[config.mk]
export PLATFORM = sky130hd
export DESIGN_NAME = bird_collision_fsm
export DESIGN_NICKNAME = d
export VERILOG_FILES = /design/src/rtl/flappy_pkg.sv /design/src/rtl/bird_collision_fsm_box_hit.sv /design/src/rtl/bird_collision_fsm.sv
export SDC_FILE = /design/constraint.sdc
export NUM_CORES = 1
export LEC_CHECK = 0
export BUFFER_PORTS_ARGS = -buffer_cell sky130_fd_sc_hd__buf_4
export CORE_UTILIZATION = 56
export CTS_BUF_LIST = sky130_fd_sc_hd__clkbuf_4 sky130_fd_sc_hd__clkbuf_8 sky130_fd_sc_hd__clkbuf_16
export CTS_CLUSTER_SIZE = 8
export DETAILED_ROUTE_END_ITERATION = 6
export GPL_TIMING_DRIVEN = 0
export HOLD_SLACK_MARGIN = 0.15
export PLACE_DENSITY = 0.86
export SYNTH_ARGS = -nofsm -noshare
export SYNTH_HDL_FRONTEND = slang
export SYNTH_SLANG_ARGS = --single-unit
export TNS_END_PERCENT = 20
[constraint.sdc]
create_clock -name clk -period 4.7 [get_ports clk]
set_clock_uncertainty 0.15 [all_clocks]
set_input_delay 0 -clock clk [delete_from_list [all_inputs] [get_ports clk]]
set_output_delay 0 -clock clk [all_outputs]
set_load 0.005 [all_outputs]
[src/rtl/flappy_pkg.sv]
// Shared game types and screen/playfield constants for the flappy pipeline
// (bird, pipe and collision blocks).
package flappy_pkg;

  typedef enum logic [1:0] {
    IDLE    = 2'd0,
    PLAYING = 2'd1,
    DYING   = 2'd2,
    OVER    = 2'd3
  } game_state_t;

  localparam int SCREEN_W    = 640;
  localparam int SCREEN_H    = 480;
  localparam int DEF_PIPE_W  = 40;
  localparam int DEF_FLOOR_Y = 479;

endpackage

[src/rtl/bird_collision_fsm_box_hit.sv]
// Combinational bird-vs-world hit terms: floor, ceiling, pipe and pipe-passed.
// Pipe edges are evaluated at N+1 bits so a pipe near the right border never wraps.
module box_hit #(
  parameter int N       = 10,
  parameter int PIPE_W  = 40,
  parameter int FLOOR_Y = 479
) (
  input  logic [N-1:0] bird_x0,
  input  logic [N-1:0] bird_x1,
  input  logic [N-1:0] bird_y0,
  input  logic [N-1:0] bird_y1,
  input  logic [N-1:0] pipe_x,
  input  logic [N-1:0] gap_top,
  input  logic [N-1:0] gap_bot,
  output logic         floor_hit,
  output logic         ceil_hit,
  output logic         pipe_hit,
  output logic         passed
);

  localparam logic [N:0] FLOOR_V = (N+1)'(FLOOR_Y);
  localparam logic [N:0] PW      = (N+1)'(PIPE_W);
  localparam logic [N:0] PW_M1   = (N+1)'(PIPE_W - 1);

  logic [N:0] pipe_l;
  logic [N:0] pipe_r;
  logic [N:0] pipe_end;
  logic       h_overlap;
  logic       v_miss;

  assign pipe_l   = {1'b0, pipe_x};
  assign pipe_r   = pipe_l + PW_M1;
  assign pipe_end = pipe_l + PW;

  assign floor_hit = {1'b0, bird_y0} >= FLOOR_V;
  // top edge above the bottom edge means the top coordinate underflowed
  assign ceil_hit  = (bird_y1 == '0) || (bird_y1 > bird_y0);

  assign h_overlap = ({1'b0, bird_x1} >= pipe_l) && ({1'b0, bird_x0} <= pipe_r);
  assign v_miss    = (bird_y1 < gap_top) || (bird_y0 > gap_bot);
  assign pipe_hit  = h_overlap && v_miss;

  assign passed = pipe_end < {1'b0, bird_x0};

endmodule

[src/rtl/bird_collision_fsm.sv]
// Game state machine and scorekeeper for the flappy pipeline.
// Optional HIGH_SCORE_EN builds a persistent best-score register.
module bird_collision_fsm
  import flappy_pkg::*;
#(
  parameter int N           = 10,
  parameter int PIPE_W      = DEF_PIPE_W,
  parameter int FLOOR_Y     = DEF_FLOOR_Y,
  parameter int SCORE_W     = 8,
  parameter int DEATH_TICKS = 4
) (
  input  logic               clk,
  input  logic               reset,
  input  logic               frame_tick,
  input  logic               start,
  input  logic [N-1:0]       bird_x0,
  input  logic [N-1:0]       bird_x1,
  input  logic [N-1:0]       bird_y0,
  input  logic [N-1:0]       bird_y1,
  input  logic [N-1:0]       pipe_x,
  input  logic [N-1:0]       gap_top,
  input  logic [N-1:0]       gap_bot,
  input  logic               pipe_new,
  output logic               game_active,
  output logic               game_over,
  output logic               collide,
  output logic               score_inc,
  output logic               bird_rst,
  output logic [SCORE_W-1:0] score,
  output logic [SCORE_W-1:0] high_score
);

  // state   | meaning
  // IDLE    | waiting for start; score from last game still shown
  // PLAYING | motion enabled, hits and passes evaluated each frame tick
  // DYING   | hit detected, counting DEATH_TICKS frame ticks
  // OVER    | game_over shown, start returns to IDLE and restarts the bird

  localparam int              CW         = $clog2(DEATH_TICKS + 1);
  localparam logic [CW-1:0]   DEATH_LAST = CW'(DEATH_TICKS - 1);

  game_state_t   state;
  logic [CW-1:0] death_cnt;
  logic          pass_armed;
  logic          floor_hit;
  logic          ceil_hit;
  logic          pipe_hit;
  logic          passed;
  logic          any_hit;

  box_hit #(
    .N       (N),
    .PIPE_W  (PIPE_W),
    .FLOOR_Y (FLOOR_Y)
  ) u_box_hit (
    .bird_x0   (bird_x0),
    .bird_x1   (bird_x1),
    .bird_y0   (bird_y0),
    .bird_y1   (bird_y1),
    .pipe_x    (pipe_x),
    .gap_top   (gap_top),
    .gap_bot   (gap_bot),
    .floor_hit (floor_hit),
    .ceil_hit  (ceil_hit),
    .pipe_hit  (pipe_hit),
    .passed    (passed)
  );

  assign any_hit = floor_hit || ceil_hit || pipe_hit;

  always_ff @(posedge clk) begin
    if (reset) begin
      state       <= IDLE;
      death_cnt   <= '0;
      pass_armed  <= 1'b1;
      game_active <= 1'b0;
      game_over   <= 1'b0;
      collide     <= 1'b0;
      score_inc   <= 1'b0;
      bird_rst    <= 1'b0;
      score       <= '0;
`ifdef HIGH_SCORE_EN
      high_score  <= '0;
`endif
    end else begin
      collide   <= 1'b0;
      score_inc <= 1'b0;
      bird_rst  <= 1'b0;
      case (state)
        IDLE: begin
          if (start) begin
            state       <= PLAYING;
            game_active <= 1'b1;
            score       <= '0;
          end
        end
        PLAYING: begin
          if (frame_tick) begin
            if (any_hit) begin
              state       <= DYING;
              game_active <= 1'b0;
              collide     <= 1'b1;
              death_cnt   <= '0;
            end else if (passed && pass_armed) begin
              pass_armed <= 1'b0;
              if (score != '1) begin
                score     <= score + 1'b1;
                score_inc <= 1'b1;
              end
            end
          end
        end
        DYING: begin
          if (frame_tick) begin
            if (death_cnt == DEATH_LAST) begin
              state     <= OVER;
              game_over <= 1'b1;
`ifdef HIGH_SCORE_EN
              if (score > high_score) high_score <= score;
`endif
            end else begin
              death_cnt <= death_cnt + 1'b1;
            end
          end
        end
        OVER: begin
          if (start) begin
            state     <= IDLE;
            game_over <= 1'b0;
            bird_rst  <= 1'b1;
          end
        end
        default: state <= IDLE;
      endcase
      // a fresh pipe re-arms scoring even if this cycle just scored
      if (pipe_new) pass_armed <= 1'b1;
    end
  end

`ifndef HIGH_SCORE_EN
  assign high_score = '0;
`endif

endmodule

* Word level (Yosys, flattened, before mapping) *
Cells that the tools add are included.
Widths: inputs -> output; s select.

word-level totals
  register bits after elaboration = 19
  latch bits = 0
  RAM bits = 0
  ROM bits = 0
  bits of input ports = 75
  output and inout port bits = 21
  logic and storage cells = 91
  memories kept = 0

operators by class
  $add $sub $neg = 4
  multipliers = 0
  div/mod/pow operators = 0
  order comparisons = 7
  equal/unequal tests = 15
  shifts and indexed selects = 0
  mux-type cells = 29
  bitwise operators = 5
  reduce and logical (&&, ||, !) cells = 22

operators by type and width
  cell                   count
  $mux 8                 5
  $add 10x6->11 const B  2
  $gt 10x10->1           2
  $ne 2x2->1 const B     10
  $pmux 8 s2             1
  $mux 2                 6
  $mux 3                 4
  $reduce_and 4->1       3
  $reduce_and 6->1       2
  $le 10x11->1           1
  $lt 11x10->1           1
  $ge 10x10->1           1
  $ge 10x9->1 const B    1
  $logic_not 10->1       1
  $lt 10x10->1           1
  $mux 1                 9
  $add 8x1->8 const B    1
  $ne 8x8->1 const B     1
  $pmux 2 s4             1
  $pmux 3 s2             1
  $reduce_bool 2->1      3
  $not 1->1              5
  $reduce_and 5->1       1
  $reduce_or 5->1        1
  other kinds (10)       18

* Logic depth before layout (Yosys ltp) *
Gate-level depths: netlist (run 1).

  word-level depth = 8
  depth in mapped cells = 16
  gate-level depth less buffers = 15

* By module *
Synthesis (run 1) repeated with hierarchy kept, for this count alone.

second synthesis, totals
  cells, all modules = 361
  area, all modules = 2785.2 sq um

modules (own cells, without submodules)
  module              instances  cells an instance  area each (sq um)  seq. area each (sq um)
  box_hit             1          227                1695.4             0.0
  bird_collision_fsm  1          134                1089.8             380.4

* Least setup slack after synthesis (run 1) *
Ideal clock, no wire load.

  path type = input to register
  from = in pipe_x[0]
  to = reg death_cnt[0]
  setup time = 0.072 ns
  data arrival time = 2.589 ns
  required time = 4.478 ns
  slack = 1.889 ns
  stages = 16
  path buffers = 1
  cells stage by stage = inv_1 > ha_1 > nand2_1 > a31oi_1 > nor2_1 > xnor2_1 > ha_1 > a21o_1 > a21oi_1 > o21ai_0 > nor3_1 > o221ai_2 > and3_1 > buf_6 > a211oi_4 > mux2i_1

between the ends
  word-level cells in the longest chain between the ends = 7
  elaborated cells on any way between the ends = 8
  those cells by class = add/sub (1); order compare (2); eq/ne (1); reduce/logical (4)

ends and longest elaborated chain
  element                                RTL line                          source
  start, declared                        bird_collision_fsm.sv:20          input logic [N-1:0] pipe_x,
  $add 10x6->11                          bird_collision_fsm_box_hit.sv:32  assign pipe_r = pipe_l + PW_M1;
  $le 10x11->1                           bird_collision_fsm_box_hit.sv:39  assign h_overlap = ({1'b0, bird_x1} >= pipe_l) && ({1'b0, bird_x0} <= pipe_r);
  $logic_and 1x1->1 (*)                  bird_collision_fsm_box_hit.sv:39
  $logic_and 1x1->1 (*)                  bird_collision_fsm_box_hit.sv:41  assign pipe_hit = h_overlap && v_miss;
  $logic_or 1x1->1 (*)                   bird_collision_fsm.sv:69          assign any_hit = floor_hit || ceil_hit || pipe_hit;
  $ne 2x2->1 (no source line) (*)        -
  $reduce_and 5->1 (no source line) (*)  -
  end signal, assigned                   bird_collision_fsm.sv:122         death_cnt <= death_cnt + 1'b1;
  end, declared                          bird_collision_fsm.sv:43          logic [CW-1:0] death_cnt;

Mark *: on every way between the ends. The rest lies on a longest branch, timed or not.
A chain may end at the register's enable or synchronous reset.

* Worst setup path in the final report (run 1) *
  from = in pipe_x[0]
  to = reg pass_armed

between the ends
  word-level cells in the longest chain between the ends = 7
  elaborated cells on any way between the ends = 11
  those cells by class = add/sub (2); order compare (3); bitwise (1); reduce/logical (5)

ends and longest elaborated chain
  element                                RTL line                          source
  $add 10x6->11                          bird_collision_fsm_box_hit.sv:32
  $le 10x11->1                           bird_collision_fsm_box_hit.sv:39
  $logic_and 1x1->1                      bird_collision_fsm_box_hit.sv:39
  $logic_and 1x1->1                      bird_collision_fsm_box_hit.sv:41
  $logic_or 1x1->1                       bird_collision_fsm.sv:69
  $not 1->1 (no source line)             -
  $reduce_and 4->1 (no source line) (*)  -
  end signal, assigned                   bird_collision_fsm.sv:75          pass_armed <= 1'b1;
  end signal, assigned                   bird_collision_fsm.sv:105         pass_armed <= 1'b0;
  end signal, assigned                   bird_collision_fsm.sv:136         if (pipe_new) pass_armed <= 1'b1;
  end, declared                          bird_collision_fsm.sv:44          logic pass_armed;

Marked as above.

==> impl_metrics.yaml, run 1 <==
yosys:
  postSynth.asyncResetShare_pct: 0
  synth_cell_types: 50
  syn_area_um2: 2770
  synth-seq-cells: 19
  syn_area_per_cell_um2: 7.79
  netlist_instances: 355
  ys_warn_count: 0
  ys_dominant_reg_cell: "dfxtp_1"
  synth_edf_count: 0
  ys_seq_area_share_pct: 13.8
clocking:
  clockBufferDepth: 2
  root_buffer: "clkbuf_8"
  clk_latency_ps: 260
  cts-buffers-inserted: 3
  h-tree-depth: 1
  cts_setup_buffers: 0
  cts_tree: "done"
  clk_pin_slew_ps: 80
  clock-sinks: 19
sta:
  timing.final.ws_setup_ps: 1290
  timing.final.crit_share_pct: 72.6
  finalSetupViolations: 0
  drv_slew: 0
  fin_tns_setup_ps: 0
  hold_viol: 0
  rsz0062_at_grt: "no"
  fmax_mhz: 293
  period_minus_slack_ps: 3410
final_layout:
  seq_area_um2: 380
  fin_nets: 603
  layout-drive-gt1-share_pct: 23.5
  multiInputGateArea_um2: 2090
  num_antenna_cells: 0
  areaGrowthSynthToFinish_pct: 31.5
  fillerInstances: 365
  fin_cells: 526
floorplanning:
  core_um2: 4720
  boundaryPins: 96
  die_area_um2: 5220
  num_rows: 25
  die_w_um: 72.3
  die_height_um: 72.3
  initial_core_util_pct: 58.5
worst_setup_path:
  worst_setup_path_start_kind: "input pin"
  ff2ff_path_depth: 8
  path_cells: "buf_4 > inv_1 > ha_1 > nand2_1 > a31oi_1 > nor2_1 > xnor2_1 > ha_1 > a21o_1 > a21oi_1 > a21oi_1 > o21ai_0 > o221ai_2 > and3_1 > buf_6 > nand3_1 > a211o_1 > dlygate4sd3_1"
  required_ps: 4700
  slowest_delay_ps: 550
  r2r-end: "score_inc$_SDFF_PP0_"
  cp.arrival_ps: 3410
  cp-end-kind: "flip-flop"
  worstReg2RegStart: "score[0]$_SDFFE_PP0P_"
  cp_num_buf_inv: 4
  cp_slowest_cell: "dlygate4sd3_1"
  cp_max_fo: 6
  r2r_slack_ps: 1880
  crit_type: "input pin to flip-flop"
  cp_top_family: "compound AO/OA/AOI/OAI gates"
global_route:
  track_usage_pct: 26.5
  top_usage_layer: "met2"
  grt_max_degree: 12
  gr-usage-met1_pct: 31.0
  antenna_found_initial: 0
  grt_pass1_wl_um: 11500
  grt_pass1_vias: 2786
  grtUsageMet2_pct: 50.2
  grtUsageMet3_pct: 3.33
  overflow: 0
power_and_ir_drop:
  combPwrFrac_pct: 55.6
  power_density_nw_per_um2: 189
  clkPwrFrac_pct: 17.1
  power.switching_uw: 272
  vdd_drop_max_uv: 107
  power_frac_seq_pct: 27.3
  switching_share_pct: 39.5
  finalPower_uw: 688
  p_leak_uw: 0.00193
  intPower_uw: 416
routing:
  routed_wl_um: 6690
  num_vias: 2817
  dr.pass1.iters: 6
  drt_first_iter_violations: 111
  viasPerCell: 5.36
  drt_drc_violations_left: 0
  wl_per_cell_um: 12.7
  antenna_left: 0
flow_run:
  cap_viol_max_count: 0
hold_path:
  hold_path_depth: 5
  hp-start: "bird_y0[9]"
  worst_hold_path_type: "input pin to flip-flop"
  hold_path_end: "game_active$_SDFFE_PP0P_"
run_status:
  outcome: "finished clean"
placed_design:
  portBuffers: 86
  place_inst: 515
  dp_slack_ps: 1310
  gp_congestion: 0.921
  hpwl_um: 5630
-- logic make-up (layout without fill, tap and decap cells) --
| group | Yosys count | count (layout) | synth area share, % |
|---|---|---|---|
| AO/OA/AOI/OAI | 89 | 89 | 21.9 |
| buffers and inverters | 75 | 172 | 11.6 |
| adder cells (fa/ha/maj) | 68 | 68 | 30.8 |
| XOR/XNOR | 13 | 13 | 4.12 |
| AND/OR/NAND/NOR | 87 | 87 | 16.7 |
| other | 1 | 8 | 0.136 |
| flip-flops | 19 | 19 | 13.8 |
| multiplexers | 3 | 3 | 1.09 |
-- worst max path at each step --
| stage | start | end | slack, ps | depth (start not counted) |
|---|---|---|---|---|
| floorplan | pipe_x[0] | death_cnt[0]$_SDFFE_PP0P_ | 1890 | 16 |
| finish | pipe_x[0] | pass_armed$_SDFFE_PP1P_ | 1290 | 18 |
| global route | pipe_x[0] | pass_armed$_SDFFE_PP1P_ | 1040 | 18 |
| CTS | pipe_x[0] | pass_armed$_SDFFE_PP1P_ | 1350 | 18 |
| global placement | pipe_x[0] | death_cnt[0]$_SDFFE_PP0P_ | 1380 | 17 |
| detailed placement | pipe_x[0] | death_cnt[2]$_SDFFE_PP0P_ | 1310 | 17 |
-- layout make-up --
cell class                      instances  share of cell area (%)
Buffer                                 13                    2.41
Sequential cell                        19                    10.5
Tap cell                               67                    2.30
Timing Repair Buffer                   93                    19.7
Multi-Input combinational cell        268                    57.5
Clock inverter                          1                   0.138
Inverter                               62                    6.40
Clock buffer                            3                    1.14
-- synthesized netlist by cell type, types with 7 or more instances --
cell type / n / area (µm²)
ha_1: 68 / 851
inv_1: 62 / 233
a21oi_1: 24 / 120
nand2_1: 20 / 75.1
dfxtp_1: 19 / 380
o21ai_0: 17 / 85.1
nor2_1: 13 / 48.8
xnor2_1: 13 / 114
a31oi_1: 11 / 68.8
nand2b_1: 10 / 62.6
nand3_1: 9 / 45.0
a211oi_1: 8 / 60.1
buf_4: 8 / 60.1
a21o_1: 7 / 52.6
-- routing by layer --
metal / up-vias / wire length, µm
met1: 1266 / 2870
met5: - / 0
met2: 86 / 3400
li1: 1454 / -
met4: 0 / 110
met3: 11 / 308
-- timing repair --
action                                 in CTS  in global routing
endpoints found under the hold margin      17                  0
hold buffers                                7                  0
resized for setup                           0                  0
-- tightest hold or removal path, stage by stage --
cell      delay, ps
buf_4           100
a31oi_1          40
o221a_2         150
a21oi_1         180
a311oi_1        100
-- stage by stage --
| step | cell area [µm²] | hold WS (ps) | util, % |
|---|---|---|---|
| after floorplan | 2790 | -51.4 | - |
| after global placement | 3520 | 45.6 | 74.5 |
| after detailed placement | 3520 | 51.9 | 74.5 |
| after CTS | 3640 | 187 | 77.0 |
| after global routing | 3640 | 264 | 77.0 |
| final | 3640 | 196 | 77.0 |
-- sequential cells by signal, summed over array words and instances (netlist names) --
register and flops:
bird_rst 1, collide 1, death_cnt 3, game_active 1, game_over 1, pass_armed 1
score 8, score_inc 1, state 2
-- cell usage in the layout (no fill, tap or decap), drive strengths merged, types with 2 or more instances in the layout --
cell type    count
a211o            2
a211oi          10
a21o             7
a21oi           24
a31oi           11
and3             7
buf             96
clkbuf           6
conb             8
dfxtp           19
dlygate4sd3      7
ha              68
inv             62
mux2i            3
nand2           20
nand2b          10
nand3            9
nand4            6
nand4b           2
nor2            13
nor2b            3
nor3             6
nor4             2
o2111ai          2
o21ai           18
o41ai            3
or3              3
or3b             2
xnor2           13
-- power groups by stage --
stage / sequential (µW) / combinational, µW / clock [µW]
finish: 188 / 382 / 118
detailed placement: 192 / 373 / 0
floorplan: 190 / 245 / 0
global route: 190 / 432 / 123
CTS: 188 / 379 / 116
global placement: 191 / 358 / 0
No activity file was read; power rests on OpenSTA's default activity.
==> inputs of run 2 (changes only) <==
--- a/config.mk
+++ b/config.mk
@@ -6,13 +6,13 @@
 export NUM_CORES = 1
 export LEC_CHECK = 0
 export BUFFER_PORTS_ARGS = -buffer_cell sky130_fd_sc_hd__buf_4
-export CORE_UTILIZATION = 56
+export CORE_UTILIZATION = 47
 export CTS_BUF_LIST = sky130_fd_sc_hd__clkbuf_4 sky130_fd_sc_hd__clkbuf_8 sky130_fd_sc_hd__clkbuf_16
 export CTS_CLUSTER_SIZE = 8
 export DETAILED_ROUTE_END_ITERATION = 6
 export GPL_TIMING_DRIVEN = 0
 export HOLD_SLACK_MARGIN = 0.15
-export PLACE_DENSITY = 0.86
+export PLACE_DENSITY = 0.77
 export SYNTH_ARGS = -nofsm -noshare
 export SYNTH_HDL_FRONTEND = slang
 export SYNTH_SLANG_ARGS = --single-unit
==> constraint.sdc (replaced) <==
create_clock -name clk -period 2.9 [get_ports clk]
set_clock_uncertainty 0.15 [all_clocks]
set_input_delay 0 -clock clk [delete_from_list [all_inputs] [get_ports clk]]
set_output_delay 0 -clock clk [all_outputs]
set_load 0.005 [all_outputs]
==> run 2 against run 1 <==
Effect of this change: critical path depth is 1 lower; final area is 1.9% higher; total power is 65% higher; final cell count is 1.3% higher; combinational power is 65% higher; worst setup slack worse by 1100 ps; non-clock buffer count is 2 higher; flip-flop and latch count stayed put; clock power is 67% higher; via count is 0.43% lower; routed wire length is 1.3% lower; first-iteration DRC count is 17% lower; critical path type unchanged; largest cell class unchanged.
==> impl_metrics.yaml, run 2 (synthesized netlist as in run 1, its figures left out) <==
power_and_ir_drop:
  vdd_drop_max_uv: 308
  combPwrFrac_pct: 55.6
  p_leak_uw: 0.00195
  power_frac_seq_pct: 27.0
  power.switching_uw: 438
  intPower_uw: 695
  switching_share_pct: 38.7
  clkPwrFrac_pct: 17.4
  finalPower_uw: 1130
  power_density_nw_per_um2: 306
worst_setup_path:
  cp_num_buf_inv: 3
  path_cells: "buf_4 > inv_2 > ha_4 > nand2_2 > a31oi_4 > nor2_1 > xnor2_1 > ha_1 > a21o_1 > a21oi_2 > o21ai_0 > nor3_1 > o221ai_2 > and3_1 > buf_6 > a211oi_4 > mux2i_1"
  r2r_slack_ps: 630
  slowest_delay_ps: 300
  crit_type: "input pin to flip-flop"
  cp.arrival_ps: 2790
  cp_top_family: "compound AO/OA/AOI/OAI gates"
  cp.depth: 17
  ff2ff_path_depth: 9
  cp_slowest_cell: "a211oi_4"
  cp_max_fo: 6
  required_ps: 2940
  worst_setup_path_start_kind: "input pin"
  cp-end-kind: "flip-flop"
floorplanning:
  core_um2: 5570
  boundaryPins: 96
  num_rows: 27
  die_w_um: 78.7
  initial_core_util_pct: 49.6
  die_area_um2: 6190
  die_height_um: 78.7
hold_path:
  hold_path_depth: 6
  worst_hold_path_type: "input pin to flip-flop"
global_route:
  track_usage_pct: 21.3
  overflow: 0
  grt_max_degree: 11
  grt_pass1_wl_um: 10800
  grt_pass1_vias: 2680
  antenna_found_initial: 0
placed_design:
  portBuffers: 86
  hpwl_um: 5640
  gp_congestion: 0.800
  place_inst: 520
  dp_slack_ps: -461
clocking:
  clk_latency_ps: 260
  clk_pin_slew_ps: 70
  clock-sinks: 19
  cts-buffers-inserted: 3
  root_buffer: "clkbuf_8"
  h-tree-depth: 1
  clockBufferDepth: 2
  cts_tree: "done"
sta:
  timing.final.crit_share_pct: 94.6
  finalSetupViolations: 0
  fmax_mhz: 364
  drv_slew: 0
  hold_viol: 0
  timing.final.ws_setup_ps: 156
  period_minus_slack_ps: 2740
flow_run:
  cap_viol_max_count: 0
final_layout:
  num_antenna_cells: 0
  largest_reg_flops: 8
  reg.largest.list: "score (8), death_cnt (3), state (2)"
  areaGrowthSynthToFinish_pct: 34.0
  fin_nets: 605
  fin_cells: 533
  layout-drive-gt1-share_pct: 25.8
  fillerInstances: 476
  largest-register: "score"
  mostFrequentLayoutCell: "buf_4"
  final_cell_mix: "buf_4, ha_1, inv_1"
routing:
  routed_wl_um: 6600
  wl_per_cell_um: 12.4
  dr.pass1.iters: 4
  num_vias: 2805
  drt_drc_violations_left: 0
  viasPerCell: 5.26
  drt_first_iter_violations: 92
  antenna_left: 0
run_status:
  outcome: "finished clean"
[run 2: worst paths after layout]
kind,startpoint,to
max,pipe_x[1],death_cnt[0]$_SDFFE_PP0P_
max reg2reg,score[0]$_SDFFE_PP0P_,score[7]$_SDFFE_PP0P_
min,bird_x0[9],pass_armed$_SDFFE_PP1P_
min reg2reg,death_cnt[2]$_SDFFE_PP0P_,death_cnt[2]$_SDFFE_PP0P_
[run 2: power by group through the flow]
stage,registers (µW),logic [µW],clock network [µW]
after global placement,310,584,0
after global routing,310,708,211
after floorplan,308,397,0
after detailed placement,312,605,0
final,306,629,197
after CTS,306,623,202
[run 2: cell type report]
type / count / area (µm²) / area share [%]
multi-input combinational: 268 / 2130 / 57.6
timing repair buffer: 95 / 731 / 19.7
sequential: 19 / 380 / 10.3
inverter: 62 / 233 / 6.28
tap: 72 / 90.1 / 2.43
buffer: 13 / 88.8 / 2.40
clock buffer: 4 / 48.8 / 1.32
[run 2: layer usage]
metal  track usage (%)  share of wire (%)  wire length (µm)  up-vias
li1                  -                  -                 -     1473
met1              24.2                 44              2900     1232
met2              39.6                 48              3200       82
met3              3.79                5.3               353       18
met4              7.22                2.3               153        0
met5                 0                  0                 0        -
[run 2: stage by stage]
stage | utilization, % | hold WS [ps] | cell area [µm²] | setup TNS, ps
floorplan | - | -51.4 | 2790 | 0
global placement | 63.3 | 44.5 | 3530 | -2910
detailed placement | 63.3 | 47.5 | 3530 | -3180
CTS | 65.7 | 177 | 3660 | 0
global route | 66.5 | 213 | 3700 | -12.6
finish | 66.5 | 195 | 3700 | 0
[run 2: tightest hold or removal path, delay by kind of cell]
family / cells / cell delay (ps)
AND/OR/NAND/NOR: 1 / 80
adder cells (fa/ha/maj): 1 / 150
buffers and inverters: 2 / 180
AO/OA/AOI/OAI: 2 / 170
[run 2: what timing repair did]
item	in CTS	in global routing
setup endpoints to repair	5	13
buffers inserted	0	2
resized for setup	3	9
pin swaps	3	6
endpoints found under the hold margin	17	0
hold buffers	7	0
